==> src/rtl/mem_arbiter_pkg.sv <==
// cpu_types_pkg: memory-system types shared by the caches, the RAM model and mem_arbiter.
package cpu_types_pkg;
    typedef logic [31:0] word_t;
    typedef enum logic [1:0] {FREE, BUSY, ACCESS, ERROR} ramstate_t;
    typedef enum logic [1:0] {IDLE, DGRANT, IGRANT} arb_state_t;
    localparam int ARB_STARVE_LIMIT = 4;
endpackage

==> src/rtl/mem_arbiter_starve_ctr.sv <==
// arb_starve_ctr: counts dcache wins while icache waits; o_starved forces one icache grant.
module arb_starve_ctr #(
    parameter int LIMIT = 4
) (
    input  logic i_clk,
    input  logic i_rst_n,
    input  logic i_inc,
    input  logic i_clr,
    output logic o_starved
);
    localparam int W = $clog2(LIMIT + 1);
    logic [W-1:0] r_cnt;
    always_ff @(posedge i_clk or negedge i_rst_n) begin
        if (!i_rst_n)
            r_cnt <= '0;
        else if (i_clr)
            r_cnt <= '0;
        else if (i_inc && !o_starved)
            r_cnt <= r_cnt + 1'b1;
    end
    assign o_starved = (r_cnt == W'(LIMIT));
endmodule

==> src/rtl/mem_arbiter.sv <==
// mem_arbiter: shares one RAM port between icache and dcache, dcache first.
// ARB_FAIR_EN: after STARVE_LIMIT dcache completions with icache waiting, icache wins once.
module mem_arbiter
    import cpu_types_pkg::*;
#(
    parameter int STARVE_LIMIT = ARB_STARVE_LIMIT
) (
    input  logic        CLK,
    input  logic        nRST,
    input  logic        iREN,
    input  logic [31:0] iaddr,
    output logic        iwait,
    output logic [31:0] iload,
    input  logic        dREN,
    input  logic        dWEN,
    input  logic [31:0] daddr,
    input  logic [31:0] dstore,
    output logic        dwait,
    output logic [31:0] dload,
    output logic        ramREN,
    output logic        ramWEN,
    output logic [31:0] ramaddr,
    output logic [31:0] ramstore,
    input  logic [31:0] ramload,
    input  ramstate_t   ramstate
);
    if (STARVE_LIMIT < 1) begin : g_bad_limit
        $error("STARVE_LIMIT must be at least 1");
    end

    arb_state_t r_state, w_next;
    logic w_dreq, w_dgnt, w_ignt, w_dfin, w_ifin, w_starved;

    assign w_dreq = dREN || dWEN;
    assign w_dgnt = (r_state == DGRANT);
    assign w_ignt = (r_state == IGRANT);
    // A completion needs the requester still asking; a dropped request is an abort.
    assign w_dfin = w_dgnt && w_dreq && (ramstate == ACCESS);
    assign w_ifin = w_ignt && iREN && (ramstate == ACCESS);

`ifdef ARB_FAIR_EN
    arb_starve_ctr #(.LIMIT(STARVE_LIMIT)) u_starve (
        .i_clk    (CLK),
        .i_rst_n  (nRST),
        .i_inc    (w_dfin && iREN),
        .i_clr    (w_ifin || !iREN),
        .o_starved(w_starved)
    );
`else
    assign w_starved = 1'b0;
`endif

    always_ff @(posedge CLK or negedge nRST) begin
        if (!nRST)
            r_state <= IDLE;
        else
            r_state <= w_next;
    end

    always_comb begin
        w_next = (r_state == IDLE)   ? ((iREN && (w_starved || !w_dreq)) ? IGRANT : w_dreq ? DGRANT : IDLE)
               : (r_state == DGRANT) ? ((w_dfin || !w_dreq) ? IDLE : DGRANT)
               : (r_state == IGRANT) ? ((w_ifin || !iREN) ? IDLE : IGRANT)
               : IDLE;
    end

    always_comb begin
        ramREN   = (w_dgnt && dREN) || (w_ignt && iREN);
        ramWEN   = w_dgnt && dWEN;
        ramaddr  = w_dgnt ? daddr : w_ignt ? iaddr : '0;
        ramstore = w_dgnt ? dstore : '0;
        dwait    = !w_dfin;
        iwait    = !w_ifin;
        dload    = ramload;
        iload    = ramload;
    end
endmodule
==> config.mk <==
export PLATFORM = sky130hd
export DESIGN_NAME = mem_arbiter
export DESIGN_NICKNAME = d
export VERILOG_FILES = /design/src/rtl/mem_arbiter_pkg.sv /design/src/rtl/mem_arbiter_starve_ctr.sv /design/src/rtl/mem_arbiter.sv
export SDC_FILE = /design/constraint.sdc
export NUM_CORES = 1
export LEC_CHECK = 0
export BUFFER_PORTS_ARGS = -buffer_cell sky130_fd_sc_hd__buf_4
export CAP_MARGIN = 30
export CORE_AREA = 2 2 104 106
export DETAILED_ROUTE_END_ITERATION = 8
export DIE_AREA = 0 0 106 108
export GPL_TIMING_DRIVEN = 0
export SKIP_CTS_REPAIR_TIMING = 1
export SYNTH_ARGS = -nofsm -noshare
export SYNTH_HDL_FRONTEND = slang
export SYNTH_HIERARCHICAL = 1
export SYNTH_SLANG_ARGS = --single-unit
==> constraint.sdc <==
create_clock -name CLK -period 1.5 [get_ports CLK]
set_clock_uncertainty 0.2 [all_clocks]
set_input_delay 0.3 -clock CLK [delete_from_list [all_inputs] [get_ports CLK]]
set_output_delay 0.3 -clock CLK [all_outputs]
set_load 0.01 [all_outputs]
==> flow_summary_export.csv, run 1 <==
group,metric,value,unit
run_status,status,"complete, but fails checks",
run_status,failed_checks,"negative setup slack",
clocking,ctsLongestPathBuffers,2,
clocking,cts.sinks,2,
worst_setup_path,cp_num_cells,5,
timing,finalCriticalPeriod,1.92,ns
worst_setup_path,critPathCaptureType,"output port",
clocking,htree_levels,1,
power_and_ir_drop,p_per_area,446,nW/um^2
power_and_ir_drop,pwr-share-seq,0.040,
power_and_ir_drop,p_leak,1.94,nW
die,core-area,10200,um^2
logic_synthesis,ys_seq_elements,2,
logic_synthesis,synth_ff_type,"dfrtp_1",
worst_setup_path,r2r-end,"r_state[1]",
place,hpwlAfterDp,5490,um
worst_setup_path,start_kind,"flip-flop",
logic_synthesis,synthesis.nets,287,
logic_synthesis,synth_cell_types,14,
logic_synthesis,synth_area,1170,um^2
logic_synthesis,synth.most_common_cell,"buf_4",
worst_setup_path,path_buf_inv,3,
logic_synthesis,seq_area_frac_synth,0.0426,
power_and_ir_drop,internal-power,1.09,mW
worst_setup_path,critPathRequiredTime,1.00,ns
logic_synthesis,synth_top_area_frac,0.435,
min_path,hold_start,"iREN",
global_route,grt_max_degree,11,
worst_setup_path,slowest_stage,"dfrtp_1",
clocking,cts_tree,"done",
worst_setup_path,path_cells,"nor2b_4 -> buf_8 -> buf_6 -> and2_1 -> buf_4",
final_layout,diodes,0,
logic_synthesis,synth_edf_count,0,
timing,hold_violations,0,
detailed_routing,drt_iter0_markers,26,
power_and_ir_drop,totalPowerFinal,1.59,mW
worst_setup_path,cp_top_family,"flip-flops",
clocking,clk_pin_slew,0.03,ns
die,die_w,106,um
clocking,clkLatencyLatePin,0.21,ns
final_layout,nets,538,
timing,slew_headroom,0.716,
timing,worstMarginPinSlew,0.426,ns
logic_synthesis,synth.largest_area_cell,"buf_4",
worst_setup_path,slowest_delay,0.41,ns
timing,rsz0062_at_grt,"yes",
detailed_routing,dr.pass1.iters,4,
min_path,hold_class,"in -> reg",
logic_synthesis,synth_area_leaders,"buf_4 43%, a22o_1 25%, and2_1 18%",
timing,fin_tns_setup,-26.23,ns
die,die_h,108,um
global_route,gr-usage-all-layers,0.0908,
worst_setup_path,reg2regPathDepth,2,
detailed_routing,wl_per_cell,12.2,um
worst_setup_path,r2r_setup_slack,0.26,ns
power_and_ir_drop,ir_worst_vdd,0.278,mV
die,start_util,0.115,
final_layout,area_delta_synth_final,203,%
place,portBuffers,234,
place,dpl_worst_slack,-0.357,ns
global_route,overflow,0,
die,die-area,11400,um^2
logic_synthesis,synthTopCellsByCount,"68 x buf_4, 33 x a22o_1, 33 x and2_1",
timing,maxSlewViolCount,0,
power_and_ir_drop,clockPowerShare,0.132,
worst_setup_path,critical_path_class,"reg -> out",
timing,worst_slack,-0.424,ns
final_layout,drive_gt1_frac,0.858,
global_route,grt_pass1_wl,8300,um
detailed_routing,wl,6530,um
worst_setup_path,cp_data_arrival_time,1.42,ns
place,gp_congestion,0.741,
logic_synthesis,synthArstFlopShare,1.00,
final_layout,reg.largest.list,"r_state: 2 flops",
min_path,hold_depth,3,
logic_synthesis,syn_inst,152,
min_path,whs_endpoint,"r_state[1]",
worst_setup_path,reg2reg_from,"r_state[1]",
clocking,root_buffer,"clkbuf_8",
detailed_routing,postRouteAntennaNets,0,
timing,finalCritPeriodShare,1.28,
logic_synthesis,syn_area_per_cell,7.73,um^2
power_and_ir_drop,p_switching,0.501,mW
final_layout,top_register,"r_state",
detailed_routing,vias_per_cell,3.64,
die,ios,267,
clocking,numCtsBuffers,3,
worst_setup_path,crit_path_max_fanout,10,
detailed_routing,vias,1957,
die,row_count,37,
run,timing.max_cap.violations,0,
global_route,grt_pass1_vias,1755,
final_layout,largest_register_ffs,2,
timing,finalSetupViolCount,68,
logic_synthesis,yosys_warnings,6,
timing,fmax,520,MHz
power_and_ir_drop,p_comb_frac,0.828,
global_route,antenna_found_initial,0,
power_and_ir_drop,sw_frac_of_total,0.315,
detailed_routing,drc,0,
-- worst register-to-register path, cell delays in order (launching register included) --
cell and delay [ns]:
dfrtp_2 0.40, o21ba_2 0.18, a2111oi_1 0.34
-- final cells by class --
class                   count  area, um^2
plain buffers              75         622
clock buffers               3        41.3
flip-flops and latches      2        51.3
inverters                   1        3.75
repair buffers            246        2050
multi-input cells          74         622
well taps                 136         170
fillers                  1054        6670
-- stage by stage --
step	utilization	hold WS, ns	area (um^2)	std cells
2_1_floorplan	-	-0.196	1190	152
3_3_place_gp	0.305	-0.116	3120	522
3_5_place_dp	0.305	-0.115	3120	522
4_1_cts	0.309	-0.337	3160	525
5_1_grt	0.348	0.151	3560	537
6_report	0.348	0.145	3560	537
-- how the worst max path moves through the flow --
stage | startpoint | endpoint | slack [ns]
floorplan | r_state[1] | ramaddr[17] | -0.01
CTS | r_state[0] | ramstore[9] | -0.58
global route | r_state[0] | dwait | -0.50
finish | r_state[0] | ramstore[6] | -0.42
global placement | r_state[0] | ramstore[9] | -0.34
detailed placement | r_state[0] | ramstore[9] | -0.36
-- power by group through the flow --
stage	Combinational, mW	Clock (mW)	Sequential, mW
after floorplan	0.503	0	0.0614
after global placement	1.14	0	0.0621
after detailed placement	1.14	0	0.0622
after CTS	1.15	0.215	0.0617
after global routing	1.40	0.231	0.0645
final	1.32	0.210	0.0640
-- kinds of logic (layout without fill, tap and decap cells) --
logic type,after synthesis,in the layout,synth area share
buffers and inverters,76,325,0.483
AND/OR/NAND/NOR,37,37,0.198
AO/OA/AOI/OAI,37,37,0.276
flip-flops,2,2,0.0426
-- per-layer routing --
layer | share of wire | up-vias | track usage
met4 | 0.0052 | 0 | 0.0226
li1 | - | 954 | -
met1 | 0.31 | 859 | 0.0863
met5 | 0 | - | 0
met2 | 0.58 | 142 | 0.189
met3 | 0.10 | 2 | 0.0259
-- placed cells by master (no fill, tap or decap), types with 2 or more instances in the layout --
master / instances
clkbuf_16: 4
buf_8: 5
buf_6: 39
buf_4: 269
and2_4: 16
a22o_1: 33
clkbuf_8: 3
and2_1: 17
nor2b_4: 2
Power figures use the tool's default switching activity.
==> inputs of run 2 (changes only) <==
--- a/config.mk
+++ b/config.mk
@@ -6,10 +6,10 @@
 export NUM_CORES = 1
 export LEC_CHECK = 0
 export BUFFER_PORTS_ARGS = -buffer_cell sky130_fd_sc_hd__buf_4
-export CAP_MARGIN = 30
-export CORE_AREA = 2 2 104 106
+export CAP_MARGIN = 20
+export CORE_AREA = 2 2 102 104
 export DETAILED_ROUTE_END_ITERATION = 8
-export DIE_AREA = 0 0 106 108
+export DIE_AREA = 0 0 104 106
 export GPL_TIMING_DRIVEN = 0
 export SKIP_CTS_REPAIR_TIMING = 1
 export SYNTH_ARGS = -nofsm -noshare
==> constraint.sdc (replaced) <==
create_clock -name CLK -period 2.13 [get_ports CLK]
set_clock_uncertainty 0.2 [all_clocks]
set_input_delay 0 -clock CLK [delete_from_list [all_inputs] [get_ports CLK]]
set_output_delay 0 -clock CLK [all_outputs]
set_load 0.01 [all_outputs]
==> run 2 against run 1 <==
Against the previous run:
- the flow now finishes without violations
- die area decreased by 3.7%
- first-iteration DRC count increased by 27%
- cell count increased by 4.7%
- critical path type is now reg -> reg
- setup slack better by 0.80 ns
- sequential share of layout area about the same
- worst hold slack got worse by 0.10 ns
- flip-flop and latch count is the same
- count of clock-buffer cells in the layout stayed put
==> flow_summary_export.csv, run 2 (same netlist as run 1, synthesis figures left out) <==
group,metric,value,unit
final_layout,fin_area,3510,um^2
timing,maxSlewViolCount,0,
die,row_count,37,
power_and_ir_drop,ir_worst_vdd,0.211,mV
timing,finalCriticalPeriod,1.75,ns
place,gp_congestion,0.739,
worst_setup_path,start_kind,"flip-flop",
global_route,grt_max_degree,11,
power_and_ir_drop,p_comb_frac,0.818,
die,die_h,106,um
power_and_ir_drop,p_switching,0.341,mW
timing,finalCritPeriodShare,0.824,
final_layout,layout_commonest_cell,"buf_4",
timing,worst_hold_slack,0.0440,ns
power_and_ir_drop,internal-power,0.707,mW
global_route,antenna_found_initial,0,
final_layout,nets,563,
timing,finalSetupViolCount,0,
timing,slew_headroom,0.806,
final_layout,top_register,"r_state",
detailed_routing,vias,2022,
detailed_routing,wl_per_cell,11.6,um
detailed_routing,drt_iter0_markers,33,
die,start_util,0.117,
worst_setup_path,cp_data_arrival_time,1.70,ns
detailed_routing,wl,6490,um
worst_setup_path,critPathRequiredTime,2.07,ns
die,core-area,10000,um^2
global_route,grt_pass1_wl,8110,um
power_and_ir_drop,p_leak,1.92,nW
clocking,clk_pin_slew,0.03,ns
place,dpl_worst_slack,0.643,ns
power_and_ir_drop,p_per_area,298,nW/um^2
timing,worstMarginPinSlew,0.291,ns
place,portBuffers,234,
global_route,overflow,0,
place,place_area,3100,um^2
final_layout,final_util,0.351,
detailed_routing,drc,0,
final_layout,layout_common_cells,"302 x buf_4, 37 x dlygate4sd3_1, 33 x a22o_1, 33 x and2_1, 4 x buf_2",
clocking,cts_tree,"done",
power_and_ir_drop,clockPowerShare,0.140,
final_layout,drive_gt1_frac,0.737,
clocking,clkLatencyLatePin,0.21,ns
final_layout,area_delta_synth_final,199,%
global_route,grt_pass1_vias,1753,
detailed_routing,postRouteAntennaNets,0,
detailed_routing,dr.pass1.iters,4,
detailed_routing,vias_per_cell,3.60,
die,die-area,11000,um^2
clocking,ctsLongestPathBuffers,2,
final_layout,diodes,0,
worst_setup_path,critPathCaptureType,"flip-flop",
final_layout,reg.largest.list,"r_state: 2 flops",
timing,fin_tns_setup,0,ns
clocking,numCtsBuffers,3,
worst_setup_path,r2r_setup_slack,0.38,ns
die,die_w,104,um
run_status,status,"complete, no violations",
final_layout,largest_register_ffs,2,
worst_setup_path,critical_path_class,"reg -> reg",
min_path,hold_class,"in -> reg",
timing,hold_violations,0,
power_and_ir_drop,pwr-share-seq,0.041,
die,ios,267,
final_layout,fill_cells,1000,
clocking,htree_levels,1,
clocking,cts.sinks,2,
place,hpwlAfterDp,5210,um
power_and_ir_drop,sw_frac_of_total,0.325,
timing,worst_slack,0.375,ns
timing,rsz0062_at_grt,"no",
global_route,gr-usage-all-layers,0.0879,
worst_setup_path,crit_path_max_fanout,4,
run,timing.max_cap.violations,0,
clocking,root_buffer,"clkbuf_8",
timing,fmax,570,MHz
## run 2: cell types whose count changed in the layout (fill, tap and decap cells not counted), sizes merged
cell,previous run,this run
buf,315,309
dlygate4sd3,1,37
clkbuf,8,3
## run 2: area by class of cell
cell class	instances	area, um^2	share of cell area
timing repair buffer	271	2130	0.605
buffer	75	564	0.161
multi-input combinational	74	557	0.158
tap	136	170	0.0484
sequential	2	50.0	0.0142
clock buffer	3	41.3	0.0118
inverter	1	3.75	0.00107
## run 2: layer usage
| layer | global-route usage | routed length, um | vias up | share of wire |
|---|---|---|---|---|
| met2 | 0.180 | 3620 | 149 | 0.56 |
| met5 | 0 | 0 | - | 0 |
| met1 | 0.0848 | 2100 | 863 | 0.32 |
| met4 | 0.0174 | 44 | 0 | 0.0068 |
| met3 | 0.0288 | 724 | 4 | 0.11 |
| li1 | - | - | 1006 | - |
## run 2: final timing paths
path                       startpoint    endpoint  cells after the start
min                              dREN  r_state[0]                      3
min reg2reg                r_state[0]  r_state[0]                      1
max reg2reg                r_state[1]  r_state[1]                      3
min in group asynchronous        nRST  r_state[1]                      3
max in group asynchronous        nRST  r_state[0]                      3
max                        r_state[1]  r_state[1]                      3
## run 2: power by group through the flow
| stage | Sequential (mW) | Clock [mW] | Combinational [mW] |
|---|---|---|---|
| after floorplan | 0.0432 | 0 | 0.353 |
| after global placement | 0.0436 | 0 | 0.795 |
| after detailed placement | 0.0436 | 0 | 0.800 |
| after CTS | 0.0433 | 0.153 | 0.800 |
| after global routing | 0.0439 | 0.156 | 0.911 |
| final | 0.0434 | 0.147 | 0.857 |
## run 2: critical path: stages, from the launching register on
cell,delay [ns]
dfrtp_1,0.37
o21ba_2,0.18
a2111oi_1,0.33
dlygate4sd3_1,0.60
## run 2: metrics by stage
step	total power, mW	std cells
finish	1.05	562
CTS	0.996	525
global placement	0.839	522
floorplan	0.396	152
global route	1.11	562
detailed placement	0.843	522
==> inputs of run 3 (changes only) <==
==> constraint.sdc (replaced) <==
create_clock -name CLK -period 1.7 [get_ports CLK]
set_clock_uncertainty 0.2 [all_clocks]
set_input_delay 0 -clock CLK [delete_from_list [all_inputs] [get_ports CLK]]
set_output_delay 0 -clock CLK [all_outputs]
set_load 0.01 [all_outputs]
==> run 3 against run 2 <==
Against the previous run:
- non-clock buffer count grew 1
- setup slack lost 0.32 ns
- highest routed layer unchanged
- largest cell class unchanged
- flip-flop and latch count is the same
- sequential power grew 26%
- die area is the same
- worst hold slack gained 0.038 ns
==> flow_summary_export.csv, run 3 (same netlist as run 1, synthesis figures left out) <==
group,metric,value,unit
run_status,status,"complete, no violations",
global_route,overflow,0,
global_route,gr-usage-all-layers,0.0879,
final_layout,nets,564,
clocking,cts.sinks,2,
detailed_routing,drt_iter0_markers,49,
final_layout,layout_common_cells,"299 x buf_4, 38 x dlygate4sd3_1, 33 x a22o_1, 33 x and2_1, 6 x buf_6",
worst_setup_path,path_buf_inv,3,
clocking,cts_tree,"done",
clocking,clk_pin_slew,0.03,ns
die,start_util,0.117,
die,row_count,37,
power_and_ir_drop,p_comb_frac,0.819,
die,ios,267,
final_layout,layout_commonest_cell,"buf_4",
final_layout,diodes,0,
final_layout,largest_register_ffs,2,
timing,worstMarginPinSlew,0.295,ns
worst_setup_path,critical_path_class,"reg -> out",
detailed_routing,postRouteAntennaNets,0,
place,portBuffers,234,
worst_setup_path,cp_data_arrival_time,1.45,ns
detailed_routing,wl,6430,um
detailed_routing,dr.pass1.iters,4,
timing,finalCriticalPeriod,1.65,ns
worst_setup_path,crit_path_max_fanout,10,
min_path,hold_class,"in -> out",
global_route,grt_max_degree,11,
worst_setup_path,slowest_stage,"dfrtp_1",
final_layout,finalNonFillerCells,563,
detailed_routing,vias_per_cell,3.61,
clocking,root_buffer,"clkbuf_8",
global_route,grt_pass1_wl,8110,um
clocking,ctsLongestPathBuffers,2,
final_layout,drive_gt1_frac,0.735,
timing,slew_headroom,0.803,
global_route,grt_pass1_vias,1753,
power_and_ir_drop,p_per_area,372,nW/um^2
worst_setup_path,critPathRequiredTime,1.50,ns
detailed_routing,vias,2033,
detailed_routing,wl_per_cell,11.4,um
power_and_ir_drop,sw_frac_of_total,0.325,
power_and_ir_drop,p_leak,1.93,nW
timing,finalSetupViolCount,0,
final_layout,area_delta_synth_final,201,%
die,core-area,10000,um^2
worst_setup_path,start_kind,"flip-flop",
timing,fin_tns_setup,0,ns
power_and_ir_drop,internal-power,0.891,mW
timing,rsz0062_at_grt,"yes",
worst_setup_path,cp_top_family,"buffers and inverters",
power_and_ir_drop,pwr-share-seq,0.042,
die,die_h,106,um
die,die-area,11000,um^2
power_and_ir_drop,totalPowerFinal,1.32,mW
global_route,antenna_found_initial,0,
detailed_routing,drc,0,
worst_setup_path,slowest_delay,0.41,ns
timing,fmax,607,MHz
power_and_ir_drop,ir_worst_vdd,0.264,mV
place,dpl.cell_count,522,
clocking,numCtsBuffers,3,
worst_setup_path,critPathCaptureType,"output port",
timing,hold_violations,0,
clocking,htree_levels,1,
power_and_ir_drop,clockPowerShare,0.140,
place,hpwlAfterDp,5210,um
timing,finalCritPeriodShare,0.969,
worst_setup_path,path_cells,"nor2b_1 -> clkbuf_4 -> buf_6 -> a22o_1 -> buf_4",
power_and_ir_drop,p_switching,0.428,mW
run,timing.max_cap.violations,0,
final_layout,top_register,"r_state",
die,die_w,104,um
final_layout,reg.largest.list,"r_state: 2 flops",
final_layout,final_util,0.354,
place,gp_congestion,0.739,
timing,maxSlewViolCount,0,
timing,worst_hold_slack,0.0823,ns
clocking,clkLatencyLatePin,0.21,ns
-- run 3: worst paths after layout --
path                       slack [ns]            to  cells past startpoint        from
max in group asynchronous        0.69    r_state[0]                      3        nRST
min in group asynchronous        0.48    r_state[1]                      3        nRST
max reg2reg                      0.45    r_state[1]                      2  r_state[1]
max                              0.05   ramaddr[29]                      5  r_state[1]
min reg2reg                      0.27    r_state[1]                      1  r_state[0]
min                              0.08  ramstore[17]                      3  dstore[17]
-- run 3: metal layers --
layer	global-route usage	part of all wire	vias up	wire length, um
met2	0.180	0.56	151	3590
li1	-	-	1009	-
met4	0.0174	0.0098	0	63
met3	0.0288	0.11	6	716
met5	0	0	-	0
met1	0.0848	0.32	867	2060
-- run 3: area by class of cell --
class	count	area, um^2
inverter	1	3.75
fill	999	6460
sequential	2	50.0
clock buffer	3	41.3
timing repair buffer	272	2140
buffer	75	578
tap	136	170
multi-input combinational	74	562
-- run 3: through the flow --
stage                     worst slack [ns]  area, um^2
final                               0.0535        3540
after global routing               -0.0136        3540
after floorplan                      0.489        1170
after global placement               0.200        3100
after detailed placement             0.213        3100
after CTS                          -0.0120        3140
-- run 3: worst register-to-register path: stages (launching register included) --
cell	delay [ns]
dfrtp_1	0.40
o21ba_2	0.19
a2111oi_1	0.34
-- run 3: power groups by stage --
stage | registers, mW | clock network (mW) | logic, mW
floorplan | 0.0542 | 0 | 0.442
global placement | 0.0547 | 0 | 0.996
detailed placement | 0.0547 | 0 | 1.00
CTS | 0.0543 | 0.191 | 1.00
global route | 0.0555 | 0.195 | 1.15
finish | 0.0548 | 0.184 | 1.08
